==> src/rtl/transfer_center.sv <==
// transfer_center: serial-to-parallel receive stage.
// Shifts bits in MSB-first while the sender qualifies them, latches every
// completed byte into dataBuffer and reports its state to the local scanners.
module transfer_center (
  input  logic       clk,
  input  logic       rst,
  input  logic       dataIn,
  input  logic       readyForTransferIn,
  output logic [2:0] byteCounter,
  output logic [7:0] byteIn,
  output logic       readyForTransferOut,
  output logic [1:0] localScannerOut,
  output logic [7:0] dataBuffer
);

  // State codes double as the local scanner code, so the output is a plain decode.
  localparam logic [1:0] IDLE    = 2'b00;
  localparam logic [1:0] RECEIVE = 2'b01;
  localparam logic [1:0] DONE    = 2'b10;
  localparam logic [1:0] PAUSE   = 2'b11;

  logic [1:0] stateReg, stateNext;
  logic [2:0] countReg, countNext;
  logic [7:0] shiftReg, shiftNext;
  logic [7:0] bufferReg, bufferNext;
  logic       acceptBit;
  logic [7:0] shifted;

  // A bit is taken whenever the sender qualifies it and we are not in the DONE slot.
  always_comb begin
    acceptBit = readyForTransferIn && (stateReg != DONE);
    shifted   = {shiftReg[6:0], dataIn};
  end

  // Next-state and datapath decisions; everything holds unless changed below.
  always_comb begin
    stateNext  = stateReg;
    countNext  = countReg;
    shiftNext  = shiftReg;
    bufferNext = bufferReg;
    case (stateReg)
      DONE: begin
        // One-cycle completion slot; inputs are ignored here.
        stateNext = IDLE;
      end
      IDLE, RECEIVE, PAUSE: begin
        if (acceptBit) begin
          shiftNext = shifted;
          if (countReg == 3'd7) begin
            bufferNext = shifted;
            countNext  = 3'd0;
            stateNext  = DONE;
          end else begin
            countNext = countReg + 3'd1;
            stateNext = RECEIVE;
          end
        end else if (stateReg == RECEIVE) begin
          // Sender stalled mid-byte: keep the partial byte and wait.
          stateNext = PAUSE;
        end
      end
      default: stateNext = IDLE;
    endcase
  end

  // State and datapath registers; reset discards any partial byte and the buffer.
  always_ff @(posedge clk or posedge rst) begin
    if (rst) begin
      stateReg  <= IDLE;
      countReg  <= 3'd0;
      shiftReg  <= 8'h00;
      bufferReg <= 8'h00;
    end else begin
      stateReg  <= stateNext;
      countReg  <= countNext;
      shiftReg  <= shiftNext;
      bufferReg <= bufferNext;
    end
  end

  // Outputs: registers straight out, readiness decoded from state only.
  always_comb begin
    byteCounter         = countReg;
    byteIn              = shiftReg;
    dataBuffer          = bufferReg;
    localScannerOut     = stateReg;
    readyForTransferOut = (stateReg != DONE);
  end

endmodule

==> config.mk <==
export PLATFORM = sky130hd
export DESIGN_NAME = transfer_center
export DESIGN_NICKNAME = d
export VERILOG_FILES = /design/src/rtl/transfer_center.sv
export SDC_FILE = /design/constraint.sdc
export NUM_CORES = 1
export LEC_CHECK = 0
export BUFFER_PORTS_ARGS = -buffer_cell sky130_fd_sc_hd__buf_2
export CAP_MARGIN = 20
export CORE_ASPECT_RATIO = 0.5
export CORE_MARGIN = 1.5
export CORE_UTILIZATION = 25
export DETAILED_ROUTE_END_ITERATION = 10
export SYNTH_ARGS = -nofsm -noshare
export SYNTH_HDL_FRONTEND = slang
export SYNTH_SLANG_ARGS = --single-unit
==> constraint.sdc <==
create_clock -name clk -period 2.16 [get_ports clk]
set_clock_uncertainty 0.1 [all_clocks]
set_input_delay 0.216 -clock clk [delete_from_list [all_inputs] [get_ports clk]]
set_output_delay 0.216 -clock clk [all_outputs]
set_load 0.02 [all_outputs]
==> flow_summary_export.csv <==
group,metric,value,unit
floorplanning,io-pin-count,26,
synth,avgSynthCellArea,15.9,sq um
placed_design,gp_congestion,0.685,
clocking,cts_hold_buf,0,
route,remaining_drc_errors,0,
timing,setup_viol,0,
route,vias,508,
placed_design,port_buffers,25,
synth,syn_area,891,sq um
route,wire_per_inst,10.9,um
global_routing,antenna_found_initial,0,
critical_path,required,2.20,ns
clocking,cts_buffer_depth,2,
flow_run,max_cap_violations,0,
floorplanning,rows,15,
final_layout,nets,91,
synth,synth_seq_area_share,59.0,%
timing,hold_violations,21,
global_routing,grt_pass1_wl,2300,um
synth,synth_nets,63,
critical_path,cp-start-kind,"flip-flop",
global_routing,first_global_vias,488,
global_routing,grt_max_degree,22,
route,vias_per_cell,3.79,
timing,final.setup.tns,0,ns
timing,worstMarginPinSlew,0.778,ns
route,ant_nets,0,
global_routing,gr-total-overflow,0,
synth,yosysWarnings,0,
status,violations,"negative hold slack",
power_and_ir_drop,leakagePower,0.536,nW
timing,min_period,1.58,ns
clocking,cts_resized,0,
floorplanning,core,3420,sq um
critical_path,setup.worst_path.class,"flip-flop to flip-flop",
synth,synth_cell_types,13,
timing,relSlewSlack,48.1,%
clocking,cts_buffers,3,
floorplanning,die_area,3950,sq um
critical_path,worst_ep_arrival_time,1.62,ns
timing,rsz0062_at_grt,"false",
synth,synth_seq_cells,21,
clocking,post_cts_buffers,0,
clocking,htreeDepth,1,
route,finalWirelength,1460,um
clocking,clk_latency,0.26,ns
critical_path,crit_fanout,8,
final_layout,num-fill-cells,355,
power_and_ir_drop,ir_drop,0.291,mV
worst_hold_path,hold_class,"input port to async pin",
timing,holdWs,-0.0127,ns
final_layout,final_cell_mix,"25 x buf_2, 21 x dfrtp_1, 11 x mux2_2, 8 x mux2_4",
final_layout,layout-drive-gt1-share,60.2,%
synth,synthCells,56,
status,status,"finished with violations",
floorplanning,die_x,87.4,um
floorplanning,start_util,26.1,%
route,first_pass_iters,2,
clocking,path_clk_slew,0.08,ns
critical_path,end_kind,"flip-flop",
final_layout,antennaDiodeCount,0,
power_and_ir_drop,p_per_area,1650,nW/um^2
timing,max_freq,634,MHz
clocking,clkSinkCount,21,
clocking,cts-root-buf,"clkbuf_8",
placed_design,dp_hpwl,1060,um
final_layout,layout_commonest_cell,"buf_2",
global_routing,track_usage,8.06,%
route,drt-initial-drc-count,41,
final_layout,syn_to_final_growth,24.3,%
floorplanning,die_y,45.2,um
clocking,cts_tree,"done",
timing,fin_crit_sh,73.1,%
timing,drv_slew,0,
[state kept, by name, summed over array words and instances, names as in the netlist]
signal	flops
byteIn	8
byteCounter	3
dataBuffer	8
localScannerOut	2
[metrics by stage]
step / util (%) / total power [mW] / area (sq um) / setup slack, ns / cells
global placement: 31.1 / 1.59 / 1060 / 0.613 / 130
CTS: 32.4 / 1.86 / 1110 / 0.574 / 134
detailed placement: 31.1 / 1.60 / 1060 / 0.592 / 130
global route: 32.4 / 1.96 / 1110 / 0.493 / 134
finish: 32.4 / 1.83 / 1110 / 0.582 / 134
floorplan: - / 1.33 / 891 / 0.470 / 56
[per-layer routing]
layer	GRT usage, %	share of wire [%]	vias up	wire (um)
li1	-	-	245	-
met5	0	0	-	0
met2	13.1	52	5	757
met3	3.47	2.7	2	39
met4	3.81	0.48	0	7
met1	9.44	45	256	657
[Yosys cell counts, drive strengths merged]
master	n	area share, %
a21oi	3	1.7
buf	2	2.1
nand2b	1	1.5
ha	3	4.2
mux2	19	27
nand2	1	0.42
dfrtp	21	59
and3	1	1.3
nor2b	1	0.70
nor2	1	0.42
inv	3	1.3
[final cells by class]
class / count / area, sq um / share of cell area, %
Sequential cell: 21 / 526 / 47.5
Multi-Input combinational cell: 30 / 335 / 30.3
Timing Repair Buffer: 25 / 125 / 11.3
Tap cell: 51 / 63.8 / 5.76
Clock buffer: 3 / 41.3 / 3.73
Inverter: 3 / 11.3 / 1.02
Clock inverter: 1 / 5.00 / 0.452
[cells by family (layout without fill, tap and decap cells)]
logic type	count (synthesis)	in the layout	synth area share, %
DFF	21	21	59.0
buffers and inverters	5	32	3.37
AOI/OAI and AO/OA	3	3	1.68
adders and majority gates	3	3	4.21
muxes	19	19	27.4
and+or+nand+nor	5	5	4.35
[final timing paths]
check	end	slack, ns	startpoint	cells past startpoint
max	dataBuffer[2]	0.58	byteCounter[0]	4
min	byteIn[7]	-0.01	rst	2
max reg2reg	dataBuffer[2]	0.58	byteCounter[0]	4
min reg2reg	dataBuffer[2]	0.41	dataBuffer[2]	1
max in group asynchronous	dataBuffer[0]	1.48	rst	2
min in group clk	localScannerOut[0]	0.08	readyForTransferIn	2
[where the power goes]
part	internal, mW	switching [mW]
Clock	0.128	0.126
Sequential	0.586	0.148
Combinational	0.403	0.442
[worst max-delay path, cell delays in order, from the launching register on]
cell	delay [ns]
dfrtp_1	0.38
ha_1	0.18
ha_1	0.19
and3_4	0.29
mux2_4	0.31
Power figures use the tool's default switching activity.
